==> config.mk <==
export PLATFORM = sky130hd
export DESIGN_NAME = reset_seq
export DESIGN_NICKNAME = d
export VERILOG_FILES = /design/src/rtl/reset_seq.sv
export SDC_FILE = /design/constraint.sdc
export NUM_CORES = 1
export LEC_CHECK = 0
export ABC_AREA = 1
export CELL_PAD_IN_SITES_DETAIL_PLACEMENT = 1
export CELL_PAD_IN_SITES_GLOBAL_PLACEMENT = 1
export CORE_MARGIN = 2
export CORE_UTILIZATION = 35
export DETAILED_ROUTE_END_ITERATION = 8
export PLACE_DENSITY = 0.7
export SYNTH_ARGS = -nofsm -noshare
export SYNTH_HDL_FRONTEND = slang
export SYNTH_SLANG_ARGS = --single-unit
==> constraint.sdc <==
create_clock -name clk_in -period 4.1 [get_ports clk_in]
set_clock_uncertainty 0.15 [all_clocks]
set_input_delay 1.23 -clock clk_in [delete_from_list [all_inputs] [get_ports clk_in]]
set_output_delay 1.23 -clock clk_in [all_outputs]
set_load 0.1 [all_outputs]
==> src/rtl/reset_seq.sv <==
// Ordered reset-release sequencer: holds all downstream domains in reset, then
// releases them one at a time, waiting for each acknowledge plus a settle gap.
module reset_seq #(
    parameter int unsigned NUM_STAGES    = 3,
    parameter int unsigned HOLD_CYCLES   = 16,
    parameter int unsigned SETTLE_CYCLES = 8,
    parameter int unsigned ACK_TIMEOUT   = 1024
) (
    input  logic                  clk_in,
    input  logic                  reset_in,
    input  logic [NUM_STAGES-1:0] stage_ready_in,
    input  logic                  restart_in,
    output logic [NUM_STAGES-1:0] stage_reset_out,
    output logic                  all_ready_out,
    output logic                  fault_out,
    output logic [1:0]            fault_stage_out
);

    localparam logic [2:0] S_HOLD     = 3'd0;
    localparam logic [2:0] S_WAIT_ACK = 3'd1;
    localparam logic [2:0] S_SETTLE   = 3'd2;
    localparam logic [2:0] S_RUN      = 3'd3;
    localparam logic [2:0] S_FAULT    = 3'd4;

    localparam logic [15:0] HOLD_LAST   = 16'(HOLD_CYCLES - 1);
    localparam logic [15:0] SETTLE_LAST = 16'(SETTLE_CYCLES - 1);
    localparam logic [15:0] ACK_LAST    = 16'(ACK_TIMEOUT - 1);
    localparam logic [1:0]  LAST_IDX    = 2'(NUM_STAGES - 1);

    logic [2:0]            state_q, state_d;
    logic [15:0]           cnt_q, cnt_d;
    logic [1:0]            idx_q, idx_d;
    logic [NUM_STAGES-1:0] stage_reset_q, stage_reset_d;
    logic                  all_ready_q, all_ready_d;
    logic                  fault_q, fault_d;
    logic [1:0]            fault_stage_q, fault_stage_d;

    logic [3:0]            ready_pad;
    logic [NUM_STAGES-1:0] acked;
    logic [NUM_STAGES-1:0] dropped;
    logic                  drop_any;
    logic [1:0]            drop_idx;

    always_comb begin
        ready_pad = '0;
        ready_pad[NUM_STAGES-1:0] = stage_ready_in;
    end

    // Stages already acknowledged in the current state; losing any of them is a fault.
    always_comb begin
        acked = '0;
        for (int unsigned s = 0; s < NUM_STAGES; s++) begin
            if (state_q == S_RUN)
                acked[s] = 1'b1;
            else if (state_q == S_WAIT_ACK && s < 32'(idx_q))
                acked[s] = 1'b1;
            else if (state_q == S_SETTLE && s <= 32'(idx_q))
                acked[s] = 1'b1;
        end
        dropped  = acked & ~stage_ready_in;
        drop_any = |dropped;
        drop_idx = '0;
        for (int unsigned s = NUM_STAGES; s > 0; s--) begin
            if (dropped[s-1])
                drop_idx = 2'(s - 1);
        end
    end

    always_comb begin
        state_d       = state_q;
        cnt_d         = cnt_q;
        idx_d         = idx_q;
        stage_reset_d = stage_reset_q;
        all_ready_d   = all_ready_q;
        fault_d       = fault_q;
        fault_stage_d = fault_stage_q;

        case (state_q)
            S_HOLD: begin
                stage_reset_d = '1;
                if (cnt_q == HOLD_LAST) begin
                    stage_reset_d[0] = 1'b0;
                    cnt_d            = '0;
                    idx_d            = '0;
                    state_d          = S_WAIT_ACK;
                end else begin
                    cnt_d = cnt_q + 16'd1;
                end
            end
            S_WAIT_ACK: begin
                if (drop_any) begin
                    state_d       = S_FAULT;
                    fault_stage_d = drop_idx;
                end else if (ready_pad[idx_q]) begin
                    state_d = S_SETTLE;
                    cnt_d   = '0;
                end else if (cnt_q == ACK_LAST) begin
                    state_d       = S_FAULT;
                    fault_stage_d = idx_q;
                end else begin
                    cnt_d = cnt_q + 16'd1;
                end
            end
            S_SETTLE: begin
                if (drop_any) begin
                    state_d       = S_FAULT;
                    fault_stage_d = drop_idx;
                end else if (cnt_q == SETTLE_LAST) begin
                    cnt_d = '0;
                    if (idx_q == LAST_IDX) begin
                        state_d     = S_RUN;
                        all_ready_d = 1'b1;
                    end else begin
                        for (int unsigned s = 0; s < NUM_STAGES; s++) begin
                            if (s == 32'(idx_q) + 32'd1)
                                stage_reset_d[s] = 1'b0;
                        end
                        idx_d   = idx_q + 2'd1;
                        state_d = S_WAIT_ACK;
                    end
                end else begin
                    cnt_d = cnt_q + 16'd1;
                end
            end
            S_RUN: begin
                if (drop_any) begin
                    state_d       = S_FAULT;
                    fault_stage_d = drop_idx;
                end else if (restart_in) begin
                    state_d = S_HOLD;
                end
            end
            S_FAULT: begin
                if (restart_in)
                    state_d = S_HOLD;
            end
            default: state_d = S_HOLD;
        endcase

        // Entry actions shared by every path into FAULT or HOLD.
        if (state_d == S_FAULT && state_q != S_FAULT) begin
            stage_reset_d = '1;
            all_ready_d   = 1'b0;
            fault_d       = 1'b1;
            cnt_d         = '0;
        end
        if (state_d == S_HOLD && state_q != S_HOLD) begin
            stage_reset_d = '1;
            all_ready_d   = 1'b0;
            fault_d       = 1'b0;
            cnt_d         = '0;
        end
    end

    always_ff @(posedge clk_in) begin
        if (reset_in) begin
            state_q       <= S_HOLD;
            cnt_q         <= '0;
            idx_q         <= '0;
            stage_reset_q <= '1;
            all_ready_q   <= 1'b0;
            fault_q       <= 1'b0;
            fault_stage_q <= '0;
        end else begin
            state_q       <= state_d;
            cnt_q         <= cnt_d;
            idx_q         <= idx_d;
            stage_reset_q <= stage_reset_d;
            all_ready_q   <= all_ready_d;
            fault_q       <= fault_d;
            fault_stage_q <= fault_stage_d;
        end
    end

    assign stage_reset_out = stage_reset_q;
    assign all_ready_out   = all_ready_q;
    assign fault_out       = fault_q;
    assign fault_stage_out = fault_stage_q;

endmodule

==> results of run 1 <==
registers in the layout, indices dropped and copies added, names as in the netlist:
register	flops
all_ready_out	1
cnt_q	16
fault_out	1
fault_stage_out	2
idx_q	2
stage_reset_out	3
state_q	3
stage by stage:
stage / setup slack, ps / total power [W] / instance area [sq um] / util (%)
detailed placement: 633 / 0.000310 / 2240 / 39.9
CTS: 917 / 0.000543 / 2310 / 41.1
global route: 637 / 0.000553 / 2310 / 41.1
finish: 946 / 0.000533 / 2310 / 41.1
floorplan: 1410 / 0.000300 / 2060 / -
global placement: 680 / 0.000309 / 2240 / 39.9
cell type report:
cell class | count | area [sq um]
clock buffer | 3 | 41.3
clock inverter | 1 | 30.0
fill | 777 | 3300
inverter | 42 | 158
multi-input combinational | 261 | 1310
sequential | 28 | 561
tap | 72 | 90.1
timing repair buffer | 12 | 118
logic make-up after synthesis:
logic type	count (synthesis)	synth area share, %
simple gates	204	44.3
flops	28	27.2
mux	1	0.485
buf+inv	46	9.34
xor+xnor	10	4.24
compound gates	41	11.5
fa+ha+maj	5	3.03
path summary, 6_finish.rpt:
| kind | from | end | slack (ps) |
|---|---|---|---|
| setup / recovery | stage_reset_out[0] | stage_reset_out[0] | 950 |
| hold / removal | fault_stage_out[1] | fault_stage_out[1] | 350 |
| setup reg to reg | idx_q[0] | cnt_q[4] | 1380 |
| hold reg to reg | fault_stage_out[1] | fault_stage_out[1] | 350 |
routing by layer:
metal	vias to the layer above	share of wire (%)	track usage (%)
met1	998	54	31.7
met2	25	42	30.8
met4	0	0.97	4.58
met3	5	2.9	1.67
met5	-	0	0
li1	1098	-	-
cell usage after synthesis (6+ instances only):
master                    number
sky130_fd_sc_hd__nand2_1      85
sky130_fd_sc_hd__inv_1        37
sky130_fd_sc_hd__nor2_2        6
sky130_fd_sc_hd__nand3_1      32
sky130_fd_sc_hd__dfxtp_1      28
sky130_fd_sc_hd__xor2_1       10
sky130_fd_sc_hd__o21ai_0      10
sky130_fd_sc_hd__a31oi_1       7
sky130_fd_sc_hd__nor2_1       57
sky130_fd_sc_hd__a21oi_1      16
power breakdown:
part | total (W) | switching [W] | internal [W] | leakage (nW)
logic | 0.0000250 | 0.0000151 | 0.00000989 | 0.776
registers | 0.000278 | 0.00000384 | 0.000275 | 0.226
clock network | 0.000230 | 0.0000986 | 0.000131 | 0.0357
==> results.txt, run 1 <==
----------------------------------------------------
[Clock tree]
  CTS HTree Levels ... 1
  CTS Root Buffer Type ... sky130_fd_sc_hd__clkbuf_8
  Post-cts repair resize count ... 0
  Clk sink count ... 28
  CTS buffer count ... 3
  Clock transition at the registers of the reported paths ... 110 ps
  Max Buffers Root-to-Sink ... 2
  Setup bufs post-CTS ... 0
  Cts-stage hold buffer count ... 0
  Clock latency on the worst-skew pair ... 290 ps
  Clock tree from TritonCTS ... yes

[Power and ir drop]
  Peak ir drop on the vdd network ... 0.123 mV
  Cell leakage power ... 1.04 nW
  Power per unit of standard cell area ... 231 nW/um^2

[GRT]
  All-Layer GR Usage ... 20.5%
  Number of global-route vias before repair ... 2098
  Global route overflow ... 0
  Antenna violations before repair ... 0
  Maximum number of pins on one net before global-route repair ... 19
  Wire length of the first global-routing pass ... 10500 um

[Cells and area]
  Final standard cell count with taps included and fillers excluded ... 419
  Most frequent standard cell in the layout excluding fill and tap cells ... sky130_fd_sc_hd__nand2_1
  P&R area growth vs syn ... 11.8%
  Diodes inserted ... 0
  Share of post-route cells with drive strength above 1 ... 8.65%
  Highest-count cells in the layout ignoring fill and taps ... sky130_fd_sc_hd__nand2_1 (85), sky130_fd_sc_hd__nor2_1 (57), sky130_fd_sc_hd__inv_1 (37)
  Nets@finish ... 359

[Yosys]
  Post-synthesis area per instance ... 6.16 sq um
  Fraction of the yosys area taken by sequential cells ... 27.2%
  Total standard cell area after synthesis ... 2060 sq um
  Syn Nets ... 346
  Synthesized flop and latch total ... 28
  Biggest area contributors in the synthesized netlist ... sky130_fd_sc_hd__dfxtp_1 (27%), sky130_fd_sc_hd__nand2_1 (15%), sky130_fd_sc_hd__nor2_1 (10%), sky130_fd_sc_hd__nand3_1 (7.8%), sky130_fd_sc_hd__inv_1 (6.7%)
  Share of Yosys cell area claimed by the top area cell type ... 27.2%
  Post-synthesis async set-or-reset flop share ... 0%
  Number of cells produced by synthesis ... 335
  Post-synth EDFFs ... 0
  Cell type with the largest total area after synthesis ... sky130_fd_sc_hd__dfxtp_1
  Warning count from the yosys run ... 0
  Ys flop type ... sky130_fd_sc_hd__dfxtp_1
  Number of distinct library cells after synthesis ... 30

[Worst hold path]
  Worst min-delay path category ... register to register
  Cell count of the worst hold path ... 2

[Drt]
  DRC violations left ... 0
  Drt first-iter violations ... 96
  Vias per cell ... 5.07
  Residual antenna-violating net count after detailed routing ... 0
  Routed Wire Length ... 6190 um
  Drt pass-1 iters ... 4
  Routed wire per std cell ... 14.8 um
  Via count of the routed design ... 2126

[Floorplan]
  Die width ... 80.8 um
  Total I/O pin count ... 13
  Core Rows ... 27
  Die area ... 6530 sq um
  CORE AREA ... 5610 sq um
  Initial standard-cell utilization of the core ... 36.8%
  Height of the die ... 80.8 um

[Setup path]
  Slowest cell delay on critical path ... 1130 ps
  Master of the slowest instance on the critical path ... sky130_fd_sc_hd__clkdlybuf4s50_1
  CP Class ... register to output port
  Startpoint kind of the worst setup timing path ... register
  Data required time at the worst endpoint ... 2720 ps
  R2R cell count ... 15
  Largest driver fanout on the critical path ... 2
  Signal arrival time at the worst endpoint ... 1770 ps
  Worst path cell trace ... clkdlybuf4s50_1
  CP top delay family ... buffers and inverters
  Category of the worst setup path capture point ... output port
  CP bufs+invs ... 1
  Cell depth of the worst setup path ... 1

[Placement]
  Cell Count Post-Placement ... 415
  Routability-driven placement congestion ratio ... 0.835
  Buffers on Ports ... 12
  Half-perimeter wire length after placement ... 4750 um

[Timing]
  Post-route minimum period ... 3150 ps
  Number of setup violations in the final report ... 0
  RSZ-0062 raised after global routing ... false
  Post-route clock period utilization ... 76.9%
  Final-layout worst hold slack ... 346 ps
  Number of pins with negative max-slew slack in the final report ... 0
  F_max ... 317 MHz
  Setup Total Neg Slack ... 0 ps
  Max-slew headroom at the worst pin ... 35.1%
  Count of final hold-check violations ... 0
  Tightest Pin Transition ... 971 ps

[Status]
  Result of the run ... complete, no violations

[Flow run]
  Max-capacitance violation count ... 0

----------------------------------------------------
No activity file was read; power rests on OpenSTA's default activity.
==> run 2: changes to the inputs <==
==> constraint.sdc (replaced) <==
create_clock -name clk_in -period 3.3 [get_ports clk_in]
set_clock_uncertainty 0.15 [all_clocks]
set_input_delay 0.99 -clock clk_in [delete_from_list [all_inputs] [get_ports clk_in]]
set_output_delay 0.99 -clock clk_in [all_outputs]
set_load 0.1 [all_outputs]
==> results.txt, run 2 (synthesis gave the netlist of run 1 again) <==
----------------------------------------------------
[Cells and area]
  Register ranked first by flip-flop count ... cnt_q
  Most frequent standard cell in the layout excluding fill and tap cells ... sky130_fd_sc_hd__nand2_1
  P&R area growth vs syn ... 11.8%
  Nets@finish ... 363
  Share of the core filled with cells ... 41.1%
  Diodes inserted ... 0
  Share of post-route cells with drive strength above 1 ... 11.4%
  Highest-count cells in the layout ignoring fill and taps ... sky130_fd_sc_hd__nand2_1 (85), sky130_fd_sc_hd__nor2_1 (57), sky130_fd_sc_hd__inv_1 (37)
  Post-route design area ... 2310 sq um
  Max reg flops ... 16

[Setup path]
  Data required time at the worst endpoint ... 3320 ps
  Startpoint kind of the worst setup timing path ... input port
  Crit Reg-Reg Startpoint ... idx_q[0]
  Worst setup path startpoint ... stage_ready_in[1]
  Category of the worst setup path capture point ... register
  R2R Path End ... cnt_q[7]
  R2R cell count ... 14
  CP Class ... input port to register
  Largest driver fanout on the critical path ... 17
  Critical path endpoint ... cnt_q[7]
  Signal arrival time at the worst endpoint ... 2750 ps
  Internal reg-to-reg setup slack ... 670 ps

[GRT]
  Global route overflow ... 0
  Wire length of the first global-routing pass ... 10300 um
  Maximum number of pins on one net before global-route repair ... 19
  Number of global-route vias before repair ... 2126
  All-Layer GR Usage ... 20.7%
  Antenna violations before repair ... 0

[Floorplan]
  Die width ... 80.8 um
  Total I/O pin count ... 13
  CORE AREA ... 5610 sq um
  Die area ... 6530 sq um
  Core Rows ... 27
  Initial standard-cell utilization of the core ... 36.8%
  Height of the die ... 80.8 um

[Status]
  Result of the run ... complete, no violations

[Timing]
  Number of setup violations in the final report ... 0
  RSZ-0062 raised after global routing ... false
  F_max ... 366 MHz
  Post-route worst setup slack ... 569 ps
  Setup Total Neg Slack ... 0 ps
  Number of pins with negative max-slew slack in the final report ... 0
  Count of final hold-check violations ... 0
  Max-slew headroom at the worst pin ... 78.1%
  Post-route clock period utilization ... 82.7%
  Tightest Pin Transition ... 328 ps
  Post-route minimum period ... 2730 ps

[Drt]
  Vias per cell ... 5.12
  DRC violations left ... 0
  Drt pass-1 iters ... 4
  Residual antenna-violating net count after detailed routing ... 0
  Drt first-iter violations ... 81
  Routed Wire Length ... 6150 um
  Routed wire per std cell ... 14.5 um
  Via count of the routed design ... 2166

[Clock tree]
  Post-cts repair resize count ... 0
  Setup bufs post-CTS ... 0
  Cts-stage hold buffer count ... 0
  Clk sink count ... 28
  Clock latency on the worst-skew pair ... 280 ps
  Max Buffers Root-to-Sink ... 2
  CTS HTree Levels ... 1
  Clock tree from TritonCTS ... yes
  Clock transition at the registers of the reported paths ... 100 ps
  CTS Root Buffer Type ... sky130_fd_sc_hd__clkbuf_8
  CTS buffer count ... 3

[Worst hold path]
  Worst min-delay path category ... register to register

[Power and ir drop]
  Internal power ... 0.000462 W
  Proportion of power drawn by flip-flops and latches ... 57.7%
  Peak ir drop on the vdd network ... 0.133 mV
  Switching power ... 0.000138 W
  Power per unit of standard cell area ... 260 nW/um^2
  Clock power frac ... 36.8%
  Cell leakage power ... 1.06 nW
  Switching Fraction ... 23.0%
  Comb pwr share ... 5.6%

[Flow run]
  Max-capacitance violation count ... 0

[Placement]
  Minimum setup slack after placement ... 244 ps
  Routability-driven placement congestion ratio ... 0.857
  Half-perimeter wire length after placement ... 4840 um
  DP Area ... 2250 sq um
  Buffers on Ports ... 12

----------------------------------------------------
## run 2: cell types whose count changed in the layout (fill, tap and decap cells not counted)
cell / previous run / this run
sky130_fd_sc_hd__buf_4: 1 / 11
sky130_fd_sc_hd__bufinv_16: 1 / 0
sky130_fd_sc_hd__clkbuf_8: 3 / 4
sky130_fd_sc_hd__clkdlybuf4s50_1: 11 / 5
## run 2: worst min path at each step
stage	depth (start not counted)	startpoint	endpoint	slack, ps
global route	2	fault_out	fault_out	390
detailed placement	2	fault_out	fault_out	340
global placement	2	all_ready_out	all_ready_out	330
CTS	2	fault_out	fault_out	360
finish	2	fault_out	fault_out	350
floorplan	2	idx_q[1]	idx_q[1]	330
## run 2: worst max-delay path: stages
cell	delay, ps
sky130_fd_sc_hd__clkdlybuf4s50_1	470
sky130_fd_sc_hd__inv_1	70
sky130_fd_sc_hd__nand2_1	60
sky130_fd_sc_hd__nand3_1	90
sky130_fd_sc_hd__nand2_2	100
sky130_fd_sc_hd__nor2_2	60
sky130_fd_sc_hd__nand2_1	90
sky130_fd_sc_hd__nand3_2	140
sky130_fd_sc_hd__nand2_1	120
sky130_fd_sc_hd__nand2_1	60
sky130_fd_sc_hd__nor2_1	110
sky130_fd_sc_hd__nand2_2	110
sky130_fd_sc_hd__nand2_4	210
sky130_fd_sc_hd__nor2_1	60
## run 2: power by group through the flow
stage	sequential (W)	clock, W	combinational [W]
2_1_floorplan	0.000352	0	0.0000199
3_3_place_gp	0.000354	0	0.0000332
3_5_place_dp	0.000354	0	0.0000336
4_1_cts	0.000346	0.000227	0.0000338
5_1_grt	0.000347	0.000241	0.0000384
6_report	0.000346	0.000221	0.0000333
## run 2: routing by layer
layer	part of all wire [%]	vias up	routed length (um)	global-route usage, %
li1	-	1112	-	-
met1	53	1023	3270	30.2
met2	43	26	2650	32.8
met3	3.1	5	188	2.67
met4	0.62	0	38	3.73
met5	0	-	0	0
## run 2: final cells by class
type	count	area, sq um
multi-input combinational	261	1310
sequential	28	561
fill	778	3300
clock buffer	4	55.1
inverter	42	158
timing repair buffer	16	133
tap	72	90.1
## run 2: per-stage QoR
step                      std cells  hold WS, ps  total power [W]
final                           423          351         0.000600
after global routing            423          386         0.000626
after CTS                       423          355         0.000607
after detailed placement        419          338         0.000387
after global placement          419          330         0.000387
after floorplan                 335          333         0.000372
==> run 3: changes to the inputs <==
--- a/config.mk
+++ b/config.mk
@@ -11,7 +11,7 @@
 export CORE_MARGIN = 2
 export CORE_UTILIZATION = 35
 export DETAILED_ROUTE_END_ITERATION = 8
-export PLACE_DENSITY = 0.7
+export PLACE_DENSITY = 0.72
 export SYNTH_ARGS = -nofsm -noshare
 export SYNTH_HDL_FRONTEND = slang
 export SYNTH_SLANG_ARGS = --single-unit
==> constraint.sdc (replaced) <==
create_clock -name clk_in -period 2.5 [get_ports clk_in]
set_clock_uncertainty 0.15 [all_clocks]
set_input_delay 0.75 -clock clk_in [delete_from_list [all_inputs] [get_ports clk_in]]
set_output_delay 0.75 -clock clk_in [all_outputs]
set_load 0.1 [all_outputs]
==> results.txt, run 3 (synthesis gave the netlist of run 1 again) <==
----------------------------------------------------
[Status]
  Result of the run ... complete, no violations

[Clock tree]
  CTS buffer count ... 3
  CTS HTree Levels ... 1
  Clock transition at the registers of the reported paths ... 100 ps
  Clock tree from TritonCTS ... yes
  Max Buffers Root-to-Sink ... 2
  Clock latency on the worst-skew pair ... 290 ps
  Clk sink count ... 28
  CTS Root Buffer Type ... sky130_fd_sc_hd__clkbuf_8

[Placement]
  Buffers on Ports ... 12
  Routability-driven placement congestion ratio ... 0.911
  Cell Count Post-Placement ... 438
  Minimum setup slack after placement ... -244 ps
  Half-perimeter wire length after placement ... 5210 um

[Cells and area]
  Area occupied by multi-input gates ... 1350 sq um
  Share of post-route cells with drive strength above 1 ... 19.5%
  P&R area growth vs syn ... 23.9%
  Diodes inserted ... 0
  Fillcell total ... 784
  Area taken by flip-flops and latches ... 562 sq um
  Nets@finish ... 386
  Highest-count cells in the layout ignoring fill and taps ... sky130_fd_sc_hd__nand2_1 (83), sky130_fd_sc_hd__nor2_1 (56), sky130_fd_sc_hd__inv_1 (36)
  Final standard cell count with taps included and fillers excluded ... 446
  Register ranked first by flip-flop count ... cnt_q
  Max reg flops ... 16
  Most frequent standard cell in the layout excluding fill and tap cells ... sky130_fd_sc_hd__nand2_1

[Drt]
  Drt pass-1 iters ... 4
  Via count of the routed design ... 2270
  Routed wire per std cell ... 14.9 um
  Routed Wire Length ... 6650 um
  Residual antenna-violating net count after detailed routing ... 0
  DRC violations left ... 0
  Met2 WL ... 2980 um
  DRT met1 WL ... 3460 um
  Drt first-iter violations ... 127
  Top routing layer used ... met4
  Vias per cell ... 5.09
  Wire length on met3 ... 157 um

[Setup path]
  Data required time at the worst endpoint ... 2540 ps
  Startpoint kind of the worst setup timing path ... input port
  Category of the worst setup path capture point ... register
  CP Class ... input port to register
  Worst setup path startpoint ... stage_ready_in[1]
  Signal arrival time at the worst endpoint ... 2420 ps
  Largest driver fanout on the critical path ... 4
  Internal reg-to-reg setup slack ... 210 ps
  R2R Path End ... fault_out
  R2R cell count ... 14
  Crit Reg-Reg Startpoint ... state_q[1]

[Timing]
  Final-layout worst hold slack ... 348 ps
  Count of final hold-check violations ... 0
  Post-route clock period utilization ... 95.2%
  Number of setup violations in the final report ... 0
  Post-route worst setup slack ... 120 ps
  Setup Total Neg Slack ... 0 ps
  Post-route minimum period ... 2380 ps
  Number of pins with negative max-slew slack in the final report ... 0
  Max-slew headroom at the worst pin ... 74.0%
  Tightest Pin Transition ... 387 ps
  F_max ... 420 MHz

[GRT]
  Wire length of the first global-routing pass ... 11200 um
  Global route overflow ... 0
  Number of global-route vias before repair ... 2252
  Antenna violations before repair ... 0
  All-Layer GR Usage ... 22.3%
  Maximum number of pins on one net before global-route repair ... 19

[Floorplan]
  Die area ... 6530 sq um
  Die width ... 80.8 um
  Initial standard-cell utilization of the core ... 36.8%
  Height of the die ... 80.8 um
  Core Rows ... 27
  CORE AREA ... 5610 sq um
  Total I/O pin count ... 13

[Power and ir drop]
  Power per unit of standard cell area ... 349 nW/um^2
  Peak ir drop on the vdd network ... 0.193 mV
  Cell leakage power ... 1.20 nW
  Post-route total power ... 0.000892 W

[Worst hold path]
  Worst min-delay path category ... register to register
  Cell count of the worst hold path ... 2
  Worst Hold Endpoint ... fault_out
  Worst Hold Launch ... fault_out

[Flow run]
  Max-capacitance violation count ... 0

----------------------------------------------------
run 3: final cells by class:
type / instances / area share, %
Clock inverter: 1 / 1.17
Multi-Input combinational cell: 261 / 53.0
Tap cell: 72 / 3.52
Sequential cell: 28 / 22.0
Timing Repair Buffer: 39 / 12.6
Clock buffer: 3 / 1.62
Inverter: 42 / 6.17
run 3: through the flow:
| step | instance area (sq um) | util (%) |
|---|---|---|
| floorplan | 2060 | - |
| global placement | 2410 | 42.9 |
| detailed placement | 2410 | 42.9 |
| CTS | 2480 | 44.2 |
| global route | 2560 | 45.6 |
| finish | 2560 | 45.6 |
run 3: power breakdown:
part / switching, W / internal, W / total [W]
clock: 0.000164 / 0.000215 / 0.000379
sequential: 0.00000437 / 0.000450 / 0.000455
combinational: 0.0000324 / 0.0000261 / 0.0000584
total: 0.000201 / 0.000691 / 0.000892
run 3: routing by layer:
metal	global-route usage, %	vias to the layer above
li1	-	1154
met1	32.5	1078
met2	35.7	33
met3	2.00	5
met4	4.92	0
met5	0	-
run 3: repair_timing:
action                     in CTS  in global routing
setup endpoints to repair       0                 21
hold endpoints to repair        0                  0
setup buffers                   0                  4
gates resized for setup         0                 13
hold buffers                    0                  0
run 3: how the worst max path moves through the flow:
stage	to	cells after the start
after floorplan	all_ready_out	14
after global placement	cnt_q[9]	11
after detailed placement	cnt_q[3]	11
after CTS	all_ready_out	11
after global routing	fault_out	15
final	fault_out	15
run 3: worst max-delay path, cell delays in order:
cell	delay (ps)
sky130_fd_sc_hd__clkdlybuf4s50_1	450
sky130_fd_sc_hd__inv_1	50
sky130_fd_sc_hd__nand2_1	60
sky130_fd_sc_hd__nand3_1	90
sky130_fd_sc_hd__nand2_2	120
sky130_fd_sc_hd__nor2_4	50
sky130_fd_sc_hd__nand2_1	100
sky130_fd_sc_hd__nand3_2	130
sky130_fd_sc_hd__nand2_2	100
sky130_fd_sc_hd__nand2_1	70
sky130_fd_sc_hd__nor2_2	100
sky130_fd_sc_hd__nand2_2	110
sky130_fd_sc_hd__buf_6	150
sky130_fd_sc_hd__nand2_1	50
sky130_fd_sc_hd__nor2_1	30
==> RTL edit 1 (settings of run 2) <==
The parameter `NUM_STAGES` goes from 3 to 2.
--- a/src/rtl/reset_seq.sv
+++ b/src/rtl/reset_seq.sv
@@ -1,7 +1,7 @@
 // Ordered reset-release sequencer: holds all downstream domains in reset, then
 // releases them one at a time, waiting for each acknowledge plus a settle gap.
 module reset_seq #(
-    parameter int unsigned NUM_STAGES    = 3,
+    parameter int unsigned NUM_STAGES    = 2,
     parameter int unsigned HOLD_CYCLES   = 16,
     parameter int unsigned SETTLE_CYCLES = 8,
     parameter int unsigned ACK_TIMEOUT   = 1024
Interface: changed (resized stage_ready_in and stage_reset_out); port bits go from 13 to 11. No check against the original RTL was run, so the function may have changed too.
==> RTL edit 1 against run 2 <==
Die area decreased by 8.8%; wire length decreased by 15%; largest cell class unchanged; global-route usage decreased by 1.7 points; non-clock buffer count decreased by 4; synthesized area decreased by 9.2%; total power decreased by 6.7%; synthesized cell count decreased by 11%; setup slack improved by 0.094 ns; sequential cell count decreased by 1; count of clock-buffer cells in the layout unchanged; fmax increased by 3.6%; cell area decreased by 11%; critical path depth unchanged.
==> RTL edit 1: results (changes against run 2) <==
stage	metric	value	unit	change
timing	Peak Freq	0.379	GHz	+3.6%
cells_and_area	sequential cell area share	26.2	%	+1.9 points
cells_and_area	FILL cells	733		-5.8%
synth	most common library cells after synthesis	nor2_1 (69), nand2_1 (60), dfxtp_1 (27)		
power	Sw Ratio	23.6	%	+0.61 points
status	status	finished, final reports clean		
critical_path	max incr delay on CP	0.42	ns	-0.05 ns
cells_and_area	fraction of layout cells with a size suffix above 1	14.3	%	+2.9 points
placed_design	GP Congestion	0.848		-1.0%
synth	Seq/Total Area, Yosys	28.9	%	+1.7 points
critical_path	R2R depth	11		-3
critical_path	Worst R2R Setup Slack	0.92	ns	+0.25 ns
power	clock power share	35.5	%	-1.3 points
critical_path	crit path capture	cnt_q[13]$_SDFFE_PP0P_		
global_routing	GR Layer Usage met2	29.5	%	-3.4 points
placed_design	Setup WS pre-CTS	0.367	ns	+0.123 ns
worst_hold_path	hold endpoint	stage_reset_out[1]$_SDFFE_PP1P_		
synth	FF+latch count, synth	27		-3.6%
timing	worst relative slew slack	77.1	%	-0.95 points
worst_hold_path	HP Start	stage_reset_out[1]$_SDFFE_PP1P_		
critical_path	Critical R2R Launch	cnt_q[0]$_SDFFE_PP0P_		
timing	hold slack	0.345	ns	-0.00631 ns
cells_and_area	number of multi-input logic gates	229		-12%
cells_and_area	fin cells	377		-11%
power	Int Power	428	µW	-7.4%
drt	DRT Wirelength	5250	µm	-15%
drt	Initial DRC Count	63		-22%
synth	synth top area cells	dfxtp_1 (29%), nor2_1 (14%), nand2_1 (12%)		
cells_and_area	clock network contribution to total cell area	2.19	%	-0.20 points
cells_and_area	Total Nets Final	316		-13%
drt	vias after detailed routing	1850		-15%
==> RTL edit 1: cell types whose count changed after synthesis, moves of 7 or more <==
| cell | run 2 | this run |
|---|---|---|
| inv_2 | 5 | 13 |
| nand3_1 | 32 | 25 |
| nand2_1 | 85 | 60 |
| inv_1 | 37 | 21 |
| nor2_1 | 57 | 69 |
==> RTL edit 1: per-layer routing <==
layer  vias up  wire length, µm
li1        978                -
met1       853             2790
met2        17             2310
met3         2              114
met4         0               29
met5         -                0
==> RTL edit 1: tightest hold or removal path, cell delays in order, from the launching register on <==
cell and delay [ns]:
dfxtp_1 0.34, a21oi_1 0.07, nand3_1 0.06
==> RTL edit 1: cell families after synthesis <==
family                   after synthesis  synth area share (%)
AO/OA/AOI/OAI                         39                  13.1
multiplexers                           1                 0.534
adder cells (fa/ha/maj)                3                  2.00
XOR/XNOR                               5                  2.34
AND/OR/NAND/NOR                      181                  43.7
buffers and inverters                 41                  9.49
flip-flops                            27                  28.9
==> RTL edit 2 (flow settings as in run 2) <==
Without the edit above. Reset style: asynchronous (`reset_in`), changed in one clocked block.
--- a/src/rtl/reset_seq.sv
+++ b/src/rtl/reset_seq.sv
@@ -152,7 +152,7 @@
         end
     end
 
-    always_ff @(posedge clk_in) begin
+    always_ff @(posedge clk_in or posedge reset_in) begin
         if (reset_in) begin
             state_q       <= S_HOLD;
             cnt_q         <= '0;
Behaviour: no difference found for any inputs over 10 cycles, from zero or initial values and one cycle with reset_in high; that may be too few to reach the edited logic, so the function may still have changed.
==> RTL edit 2 against run 2 <==
Setup slack worse by 0.19 ns; wire length up 9.7%; first-iteration DRC count up 35%; synthesized area up 19%; sequential cell count unchanged; global-route usage down 1.2 points; cell area up 17%; largest cell class unchanged.
Power is not compared: it rests on default switching activity, and its combinational part moved more than twofold at a synthesized area within 25%.
==> RTL edit 2: results (changes against run 2) <==
stage	metric	value	unit	change
critical_path	WP data arrival	2.96	ns	+0.21 ns
synth	Yosys cell types	36		+20%
cells_and_area	Inverters	38		-9.5%
global_routing	largest net degree at the start of global routing	29		+10
synth	xor and xnor area share after synthesis	2.84	%	-1.4 points
placed_design	GP Congestion	0.857		about the same
worst_hold_path	HP Start	fault_stage_out[1]$_DFFE_PP0P_		
drt	Pre-antenna DRT Iters	4		unchanged
synth	syn nets	352		+1.7%
synth	Synth async-reset ratio	100	%	+100 points
cells_and_area	Total Nets Final	364		+0.28%
cells_and_area	footprint of the multi-input gates	1540	µm²	+17%
drt	metal2 WL	2980	µm	+12%
clock_tree	post-CTS sizing	0		unchanged
global_routing	number of global-route vias before repair	2351		+11%
drt	drt wl/cell	15.1	µm	+3.6%
drt	metal3 WL	148	µm	-21%
drt	drt via density	5.13		+0.17%
power	Sw Ratio	52.8	%	
timing	worst relative slew slack	67.9	%	-10 points
synth	post-synthesis adder-cell area fraction	2.54	%	-0.49 points
critical_path	CP Launch Point	stage_ready_in[2]		
global_routing	GR Layer Usage met2	30.1	%	-2.7 points
drt	Post-Route M1 WL	3530	µm	+8.0%
synth	Seq/Total Area, Yosys	28.6	%	+1.4 points
cells_and_area	register area	704	µm²	+26%
synth	most common library cells after synthesis	nand2_1 (72), nor2_1 (46), nand3_1 (39)		
cells_and_area	FILL cells	883		+13%
worst_hold_path	hold endpoint	fault_stage_out[1]$_DFFE_PP0P_		
cells_and_area	clock network contribution to total cell area	2.03	%	-0.35 points
critical_path	Critical R2R Launch	state_q[2]$_DFF_PP0_		
cells_and_area	non-clk buf share	5.36	%	-0.39 points
cells_and_area	number of multi-input logic gates	266		+1.9%
status	status	finished, final reports clean		
global_routing	Tot GR Track Use	19.5	%	-1.2 points
cells_and_area	fraction of layout cells with a size suffix above 1	21.6	%	+10 points
synth	post-synthesis mux area share	0	%	-0.49 points
placed_design	placed cell area	2650	µm²	+18%
clock_tree	Clock Root Buffer	clkbuf_8		
worst_hold_path	HP Class	reg2reg		
global_routing	M1 GR Usage	29.2	%	-0.99 points
critical_path	slowest CP cell	clkdlybuf4s50_1		
drt	Initial DRC Count	109		+35%
synth	Top FF cell, synth	dfrtp_1		
timing	hold slack	0.353	ns	+0.00219 ns
placed_design	Detail Placement HPWL	5050	µm	+4.5%
global_routing	first-pass GRT wire length	11900	µm	+15%
critical_path	reg2reg end	cnt_q[7]$_DFFE_PP0P_		
synth	compound-cell area share of the yosys netlist	9.54	%	-1.9 points
clock_tree	CTS max path bufs	2		unchanged
global_routing	met3 Track Usage GR	1.79	%	-0.88 points
synth	synth top area cells	dfrtp_1 (25%), nand2_1 (11%), nand3_1 (7.9%)		
RTL edit 2: changes by cell type after synthesis, sizes merged, moves of 9 or more:
| cell | before | now |
|---|---|---|
| dfxtp | 28 | 0 |
| nand3 | 34 | 60 |
| dfrtp | 0 | 25 |
| nor2 | 66 | 55 |
| a21oi | 16 | 7 |
RTL edit 2: logic make-up (layout without fill, tap and decap cells):
logic type / count (synthesis) / after routing
AO/OA/AOI/OAI: 36 / 36
XOR/XNOR: 8 / 8
adder cells (fa/ha/maj): 5 / 5
buffers and inverters: 47 / 58
flip-flops: 28 / 28
AND/OR/NAND/NOR: 217 / 217
RTL edit 2: stage by stage:
step | std cells | power [mW] | util, % | setup slack [ns]
CTS | 448 | 1.76 | 39.9 | 0.379
global route | 448 | 1.88 | 39.9 | 0.203
detailed placement | 444 | 1.52 | 39.0 | 0.0731
floorplan | 341 | 1.31 | - | 0.970
global placement | 444 | 1.50 | 39.0 | 0.144
finish | 448 | 1.74 | 39.9 | 0.380
